**src/rtl/alu_arbiter_if.sv**
```systemverilog
// Requester, result and ALU-subsystem signals shared by alu_arbiter and its environment.
// slave = arbiter side; master = requesters plus the ALU subsystem.
interface alu_arbiter_if #(
  parameter int WIDTH = 16
);
  logic             Req0, Req1;
  logic [WIDTH-1:0] A0, A1, B0, B1;
  logic [2:0]       Op0, Op1;
  logic             SrcA0, SrcA1;
  logic [1:0]       SrcB0, SrcB1;
  logic             ZESE0, ZESE1;

  logic             Grant0, Grant1, Done0, Done1, Busy;
  logic [WIDTH-1:0] Result;
  logic             EQ_Q, GR_Q, LT_Q, Zero_Q, Ovfl_Q;

  logic [WIDTH-1:0] ALU_A, ALU_B;
  logic [2:0]       ALU_Op;
  logic             ALU_SrcA, ALU_ZE_SE;
  logic [1:0]       ALU_SrcB;
  logic [WIDTH-1:0] ALU_Out;
  logic             EQ, GR, LT, Zero, Ovfl;

  modport slave (
    input  Req0, Req1, A0, A1, B0, B1, Op0, Op1, SrcA0, SrcA1, SrcB0, SrcB1, ZESE0, ZESE1,
    output Grant0, Grant1, Done0, Done1, Busy,
    output Result, EQ_Q, GR_Q, LT_Q, Zero_Q, Ovfl_Q,
    output ALU_A, ALU_B, ALU_Op, ALU_SrcA, ALU_ZE_SE, ALU_SrcB,
    input  ALU_Out, EQ, GR, LT, Zero, Ovfl
  );

  modport master (
    output Req0, Req1, A0, A1, B0, B1, Op0, Op1, SrcA0, SrcA1, SrcB0, SrcB1, ZESE0, ZESE1,
    input  Grant0, Grant1, Done0, Done1, Busy,
    input  Result, EQ_Q, GR_Q, LT_Q, Zero_Q, Ovfl_Q,
    input  ALU_A, ALU_B, ALU_Op, ALU_SrcA, ALU_ZE_SE, ALU_SrcB,
    output ALU_Out, EQ, GR, LT, Zero, Ovfl
  );
endinterface

```
**src/rtl/alu_arbiter.sv**
```systemverilog
// Round-robin share of one ALU between two requesters; Grant 1 cycle after Req, Done LATENCY+2 after.
// Requesters hold Req until Done; one op in flight, new requests wait in IDLE (LATENCY+3 cycles/op).
module alu_arbiter #(
  parameter int WIDTH   = 16,
  parameter int LATENCY = 1
) (
  input  logic         Clock,
  input  logic         Reset,
  alu_arbiter_if.slave bus
);

  typedef enum logic [1:0] {IDLE, EXEC, CAPT, DONE} state_t;

  typedef struct packed {
    logic [WIDTH-1:0] a;
    logic [WIDTH-1:0] b;
    logic [2:0]       op;
    logic             srca;
    logic [1:0]       srcb;
    logic             zese;
  } opnd_t;

  localparam int CW = (LATENCY > 1) ? $clog2(LATENCY) : 1;

  state_t        state;
  logic          ptr;
  logic          winner;
  logic [CW-1:0] cnt;

  opnd_t req0_op, req1_op, win_op;
  logic  both, pick;

  always_comb begin
    req0_op = '{a: bus.A0, b: bus.B0, op: bus.Op0, srca: bus.SrcA0, srcb: bus.SrcB0, zese: bus.ZESE0};
    req1_op = '{a: bus.A1, b: bus.B1, op: bus.Op1, srca: bus.SrcA1, srcb: bus.SrcB1, zese: bus.ZESE1};
    both    = bus.Req0 & bus.Req1;
    // The pointer only breaks ties; a lone requester always wins.
    pick    = both ? ptr : bus.Req1;
    win_op  = pick ? req1_op : req0_op;
  end

  always_ff @(posedge Clock) begin
    if (Reset) begin
      state         <= IDLE;
      ptr           <= 1'b0;
      winner        <= 1'b0;
      cnt           <= '0;
      bus.Grant0    <= 1'b0;
      bus.Grant1    <= 1'b0;
      bus.Done0     <= 1'b0;
      bus.Done1     <= 1'b0;
      bus.Busy      <= 1'b0;
      bus.Result    <= '0;
      bus.EQ_Q      <= 1'b0;
      bus.GR_Q      <= 1'b0;
      bus.LT_Q      <= 1'b0;
      bus.Zero_Q    <= 1'b0;
      bus.Ovfl_Q    <= 1'b0;
      bus.ALU_A     <= '0;
      bus.ALU_B     <= '0;
      bus.ALU_Op    <= '0;
      bus.ALU_SrcA  <= 1'b0;
      bus.ALU_SrcB  <= '0;
      bus.ALU_ZE_SE <= 1'b0;
    end else begin
      bus.Grant0 <= 1'b0;
      bus.Grant1 <= 1'b0;
      bus.Done0  <= 1'b0;
      bus.Done1  <= 1'b0;
      case (state)
        IDLE: begin
          if (bus.Req0 | bus.Req1) begin
            winner        <= pick;
            if (both) ptr <= ~pick;
            bus.ALU_A     <= win_op.a;
            bus.ALU_B     <= win_op.b;
            bus.ALU_Op    <= win_op.op;
            bus.ALU_SrcA  <= win_op.srca;
            bus.ALU_SrcB  <= win_op.srcb;
            bus.ALU_ZE_SE <= win_op.zese;
            bus.Grant0    <= ~pick;
            bus.Grant1    <= pick;
            bus.Busy      <= 1'b1;
            cnt           <= CW'(LATENCY - 1);
            state         <= EXEC;
          end
        end
        EXEC: begin
          if (cnt == '0) state <= CAPT;
          else           cnt   <= cnt - CW'(1);
        end
        CAPT: begin
          bus.Result <= bus.ALU_Out;
          bus.EQ_Q   <= bus.EQ;
          bus.GR_Q   <= bus.GR;
          bus.LT_Q   <= bus.LT;
          bus.Zero_Q <= bus.Zero;
          bus.Ovfl_Q <= bus.Ovfl;
          bus.Done0  <= ~winner;
          bus.Done1  <= winner;
          state      <= DONE;
        end
        DONE: begin
          bus.Busy <= 1'b0;
          state    <= IDLE;
        end
        default: state <= IDLE;
      endcase
    end
  end

endmodule

```
**src/flat_wrapper.sv**
```systemverilog
// flat-port wrapper written by rule: the top's interface ports become plain ports
module alu_arbiter_flat 
#(
  parameter int WIDTH   = 16,
  parameter int LATENCY = 1
)
  (Clock, Reset, bus_Req0, bus_Req1, bus_A0, bus_A1, bus_B0, bus_B1, bus_Op0, bus_Op1, bus_SrcA0, bus_SrcA1, bus_SrcB0, bus_SrcB1, bus_ZESE0, bus_ZESE1, bus_Grant0, bus_Grant1, bus_Done0, bus_Done1, bus_Busy, bus_Result, bus_EQ_Q, bus_GR_Q, bus_LT_Q, bus_Zero_Q, bus_Ovfl_Q, bus_ALU_A, bus_ALU_B, bus_ALU_Op, bus_ALU_SrcA, bus_ALU_ZE_SE, bus_ALU_SrcB, bus_ALU_Out, bus_EQ, bus_GR, bus_LT, bus_Zero, bus_Ovfl);
  alu_arbiter_if #(.WIDTH(WIDTH)) bus_i ();
  input  logic Clock;
  input  logic Reset;
  input wire logic [$bits(bus_i.Req0)-1:0] bus_Req0;
  input wire logic [$bits(bus_i.Req1)-1:0] bus_Req1;
  input wire logic [$bits(bus_i.A0)-1:0] bus_A0;
  input wire logic [$bits(bus_i.A1)-1:0] bus_A1;
  input wire logic [$bits(bus_i.B0)-1:0] bus_B0;
  input wire logic [$bits(bus_i.B1)-1:0] bus_B1;
  input wire logic [$bits(bus_i.Op0)-1:0] bus_Op0;
  input wire logic [$bits(bus_i.Op1)-1:0] bus_Op1;
  input wire logic [$bits(bus_i.SrcA0)-1:0] bus_SrcA0;
  input wire logic [$bits(bus_i.SrcA1)-1:0] bus_SrcA1;
  input wire logic [$bits(bus_i.SrcB0)-1:0] bus_SrcB0;
  input wire logic [$bits(bus_i.SrcB1)-1:0] bus_SrcB1;
  input wire logic [$bits(bus_i.ZESE0)-1:0] bus_ZESE0;
  input wire logic [$bits(bus_i.ZESE1)-1:0] bus_ZESE1;
  output wire logic [$bits(bus_i.Grant0)-1:0] bus_Grant0;
  output wire logic [$bits(bus_i.Grant1)-1:0] bus_Grant1;
  output wire logic [$bits(bus_i.Done0)-1:0] bus_Done0;
  output wire logic [$bits(bus_i.Done1)-1:0] bus_Done1;
  output wire logic [$bits(bus_i.Busy)-1:0] bus_Busy;
  output wire logic [$bits(bus_i.Result)-1:0] bus_Result;
  output wire logic [$bits(bus_i.EQ_Q)-1:0] bus_EQ_Q;
  output wire logic [$bits(bus_i.GR_Q)-1:0] bus_GR_Q;
  output wire logic [$bits(bus_i.LT_Q)-1:0] bus_LT_Q;
  output wire logic [$bits(bus_i.Zero_Q)-1:0] bus_Zero_Q;
  output wire logic [$bits(bus_i.Ovfl_Q)-1:0] bus_Ovfl_Q;
  output wire logic [$bits(bus_i.ALU_A)-1:0] bus_ALU_A;
  output wire logic [$bits(bus_i.ALU_B)-1:0] bus_ALU_B;
  output wire logic [$bits(bus_i.ALU_Op)-1:0] bus_ALU_Op;
  output wire logic [$bits(bus_i.ALU_SrcA)-1:0] bus_ALU_SrcA;
  output wire logic [$bits(bus_i.ALU_ZE_SE)-1:0] bus_ALU_ZE_SE;
  output wire logic [$bits(bus_i.ALU_SrcB)-1:0] bus_ALU_SrcB;
  input wire logic [$bits(bus_i.ALU_Out)-1:0] bus_ALU_Out;
  input wire logic [$bits(bus_i.EQ)-1:0] bus_EQ;
  input wire logic [$bits(bus_i.GR)-1:0] bus_GR;
  input wire logic [$bits(bus_i.LT)-1:0] bus_LT;
  input wire logic [$bits(bus_i.Zero)-1:0] bus_Zero;
  input wire logic [$bits(bus_i.Ovfl)-1:0] bus_Ovfl;
  assign bus_i.Req0 = bus_Req0;
  assign bus_i.Req1 = bus_Req1;
  assign bus_i.A0 = bus_A0;
  assign bus_i.A1 = bus_A1;
  assign bus_i.B0 = bus_B0;
  assign bus_i.B1 = bus_B1;
  assign bus_i.Op0 = bus_Op0;
  assign bus_i.Op1 = bus_Op1;
  assign bus_i.SrcA0 = bus_SrcA0;
  assign bus_i.SrcA1 = bus_SrcA1;
  assign bus_i.SrcB0 = bus_SrcB0;
  assign bus_i.SrcB1 = bus_SrcB1;
  assign bus_i.ZESE0 = bus_ZESE0;
  assign bus_i.ZESE1 = bus_ZESE1;
  assign bus_Grant0 = bus_i.Grant0;
  assign bus_Grant1 = bus_i.Grant1;
  assign bus_Done0 = bus_i.Done0;
  assign bus_Done1 = bus_i.Done1;
  assign bus_Busy = bus_i.Busy;
  assign bus_Result = bus_i.Result;
  assign bus_EQ_Q = bus_i.EQ_Q;
  assign bus_GR_Q = bus_i.GR_Q;
  assign bus_LT_Q = bus_i.LT_Q;
  assign bus_Zero_Q = bus_i.Zero_Q;
  assign bus_Ovfl_Q = bus_i.Ovfl_Q;
  assign bus_ALU_A = bus_i.ALU_A;
  assign bus_ALU_B = bus_i.ALU_B;
  assign bus_ALU_Op = bus_i.ALU_Op;
  assign bus_ALU_SrcA = bus_i.ALU_SrcA;
  assign bus_ALU_ZE_SE = bus_i.ALU_ZE_SE;
  assign bus_ALU_SrcB = bus_i.ALU_SrcB;
  assign bus_i.ALU_Out = bus_ALU_Out;
  assign bus_i.EQ = bus_EQ;
  assign bus_i.GR = bus_GR;
  assign bus_i.LT = bus_LT;
  assign bus_i.Zero = bus_Zero;
  assign bus_i.Ovfl = bus_Ovfl;
  alu_arbiter #(.WIDTH(WIDTH), .LATENCY(LATENCY)) u_core (.Clock(Clock), .Reset(Reset), .bus(bus_i));
endmodule
```
**config.mk**
```make
export PLATFORM = sky130hd
export DESIGN_NAME = alu_arbiter_flat
export DESIGN_NICKNAME = d
export VERILOG_FILES = /design/src/rtl/alu_arbiter_if.sv /design/src/rtl/alu_arbiter.sv /design/src/flat_wrapper.sv
export SDC_FILE = /design/constraint.sdc
export NUM_CORES = 1
export LEC_CHECK = 0
export CORE_MARGIN = 2
export CORE_UTILIZATION = 35
export DETAILED_ROUTE_END_ITERATION = 8
export GPL_TIMING_DRIVEN = 0
export HOLD_SLACK_MARGIN = 0.1
export PLACE_DENSITY = 0.77
export SETUP_SLACK_MARGIN = 0.02
export SYNTH_ARGS = -nofsm -noshare
export SYNTH_HDL_FRONTEND = slang
export SYNTH_SLANG_ARGS = --single-unit
```
**constraint.sdc**
```tcl
create_clock -name Clock -period 1.81 [get_ports Clock]
set_clock_uncertainty 0.1 [all_clocks]
set_input_delay 0.4525 -clock Clock [delete_from_list [all_inputs] [get_ports Clock]]
set_output_delay 0.4525 -clock Clock [all_outputs]
set_load 0.01 [all_outputs]
```
==> results.toml <==
[outcome]
status = "finished, final reports clean"

[yosys]
ys.flop_type = "dfxtp_1"
ys_seq_area_frac = 0.516
synth_area_um2 = 2680
synth.distinct_cells = 28
synth_edf_count = 0
synth_warnings = 0
async_reset_ff_frac = 0
syn_avg_cell_area_um2 = 11.0
syn-instance-count = 243
ys_ff_latch = 69
synthesis.nets = 349

[cts]
htree_levels = 3
cts_tree = "built"
ctsResizeCount = 4
cts_buffers = 9
hold_buffers = 0
cts_setup_buffers = 0
clock_latency_ns = 0.33
clkSinkCount = 69
clock_tree.buffer_depth = 2
cts-root-buf = "clkbuf_8"
path_clk_slew_ns = 0.07

[worst_setup_path]
path_class = "reg2out"
crit_family = "buffers and inverters"
cp.arrival_ns = 1.21
critical_path.slowest_cell = "clkdlybuf4s50_1"
worstPathCellList = "clkdlybuf4s50_1"
start_kind = "flop"
end_kind = "output port"
worst_path_largest_cell_delay_ns = 0.55
cp_max_fo = 2
required_ns = 1.26
critPathBufInv = 1

[timing]
finalMaxSlewViolations = 0
setup_viol = 0
rsz0062_at_grt = "true"
max_freq_mhz = 567
timing.final.crit_share = 0.975
final-hold-violation-count = 0
fin_crit_ns = 1.77
tightest_slew_ns = 0.463
relSlewSlack = 0.691

[floorplanning]
die_w_um = 91.5
die_area_um2 = 8370
start_util = 0.365
num_rows = 31
core_um2 = 7330
ios = 168
die_h_um = 91.5

[grt]
grt_pass1_vias = 2560
antenna_found_initial = 0
grt_usage = 0.187
grt_overflow_total = 0
grt_max_degree = 11
grt_pass1_wl_um = 12500

[drt]
viasPerCell = 4.94
post_drt_wl_per_cell_um = 15.6
drt-total-wl_um = 8120
drc = 0
drt-initial-drc-count = 64
ant_nets = 0
vias = 2578
first_pass_iters = 4

[pwr]
internal-power_mw = 3.75
power.density_nw_per_um2 = 1160
leakage_nw = 2.40
swShare = 0.318
p_comb_frac = 0.434
switchingPower_mw = 1.75
peakVddDrop_mv = 0.513
clockPowerShare = 0.182
p_seq_frac = 0.384

[finish]
fin_area_um2 = 4750
seq_area_um2 = 1380
diodes = 0
nets = 526
fillCellCount = 577
drive_above_1_share = 0.0827
area_delta_synth_final_pct = 77.4
fin_cells = 522
final_common_cell = "clkdlybuf4s50_1"
layout_common_cells = "clkdlybuf4s50_1, dfxtp_1, dlymetal6s2s_1"
multi_input_area_um2 = 1180

[place]
dp_cells = 509
port_buffers = 167
place_area_um2 = 4470
gp_congestion = 0.704
dp_hpwl_um = 6060

[min_path]
min_path_type = "reg2reg"

[flow_run]
drv_cap = 0
-- through the flow --
step | hold WS [ns] | setup TNS (ns) | setup slack [ns] | power, mW | utilization
2_1_floorplan | 0.314 | 0 | 0.171 | 3.36 | -
3_3_place_gp | 0.340 | -17.89 | -0.317 | 4.53 | 0.610
3_5_place_dp | 0.359 | -18.47 | -0.357 | 4.58 | 0.610
4_1_cts | 0.362 | 0 | 0.0207 | 5.61 | 0.630
5_1_grt | 0.362 | 0 | 0.00333 | 5.85 | 0.648
6_report | 0.349 | 0 | 0.0450 | 5.50 | 0.648
-- power by group through the flow --
stage | Combinational, mW | Clock [mW] | Sequential, mW
2_1_floorplan | 1.05 | 0 | 2.31
3_3_place_gp | 2.40 | 0 | 2.13
3_5_place_dp | 2.44 | 0 | 2.14
4_1_cts | 2.45 | 1.04 | 2.12
5_1_grt | 2.59 | 1.09 | 2.16
6_report | 2.39 | 1.00 | 2.11
-- cell usage after synthesis (all sizes together), types with 2 or more instances --
cell type | number | share of area
dfxtp | 69 | 0.52
nor3b | 40 | 0.11
a221o | 39 | 0.15
nor2 | 25 | 0.035
mux2i | 22 | 0.082
buf | 18 | 0.037
inv | 5 | 0.0070
clkbuf | 4 | 0.0056
ha | 3 | 0.014
a21oi | 2 | 0.0037
nand2b | 2 | 0.0047
nor3 | 2 | 0.0056
-- cell type report --
cell class,count,share of cell area
Clock inverter,3,0.00316
Buffer,21,0.0274
Inverter,5,0.00395
Sequential cell,69,0.291
Timing Repair Buffer,167,0.373
Tap cell,99,0.0261
Clock buffer,11,0.0276
Multi-Input combinational cell,147,0.248
-- metal layers --
layer,share of wire,track usage,vias up
met4,0.0085,0.0593,0
met2,0.49,0.316,98
met5,0,0,-
met1,0.42,0.224,1210
li1,-,-,1261
met3,0.081,0.0606,9
-- path summary, 6_finish.rpt --
kind / start / endpoint / slack (ns) / cells past startpoint
worst max register to register: u_core.state[0] / u_core.bus.ALU_A[0] / 0.11 / 6
worst min register to register: u_core.winner / u_core.bus.Done0 / 0.35 / 1
worst min-delay path: u_core.winner / u_core.bus.Done0 / 0.35 / 1
worst max-delay path: u_core.bus.Result[5] / bus_Result[5] / 0.04 / 1
-- worst register-to-register path: stages, from the launching register on --
cell and delay, ns:
dfxtp_2 0.33, inv_1 0.09, ha_2 0.24, o21a_1 0.21
buf_4 0.20, nor2_1 0.08, a221o_1 0.34
-- state kept, by name, indices dropped and copies added, names as in the netlist --
name,count
u_core.ptr,1
u_core.bus.ALU_ZE_SE,1
u_core.bus.Zero_Q,1
u_core.bus.ALU_B,16
u_core.bus.LT_Q,1
u_core.bus.Ovfl_Q,1
u_core.bus.Result,16
u_core.state,2
u_core.bus.ALU_SrcB,2
u_core.bus.Done1,1
u_core.bus.Grant0,1
u_core.bus.Done0,1
u_core.bus.ALU_SrcA,1
u_core.bus.EQ_Q,1
u_core.bus.ALU_Op,3
u_core.bus.ALU_A,16
u_core.winner,1
u_core.bus.GR_Q,1
u_core.bus.Grant1,1
u_core.bus.Busy,1
-- cell families after synthesis --
group | count (synthesis) | share of synthesized area
simple gates | 76 | 0.175
fa+ha+maj | 3 | 0.0140
xor+xnor | 1 | 0.00327
mux | 22 | 0.0822
compound gates | 45 | 0.160
buf+inv | 27 | 0.0500
flops | 69 | 0.516
Power figures use the tool's default switching activity.
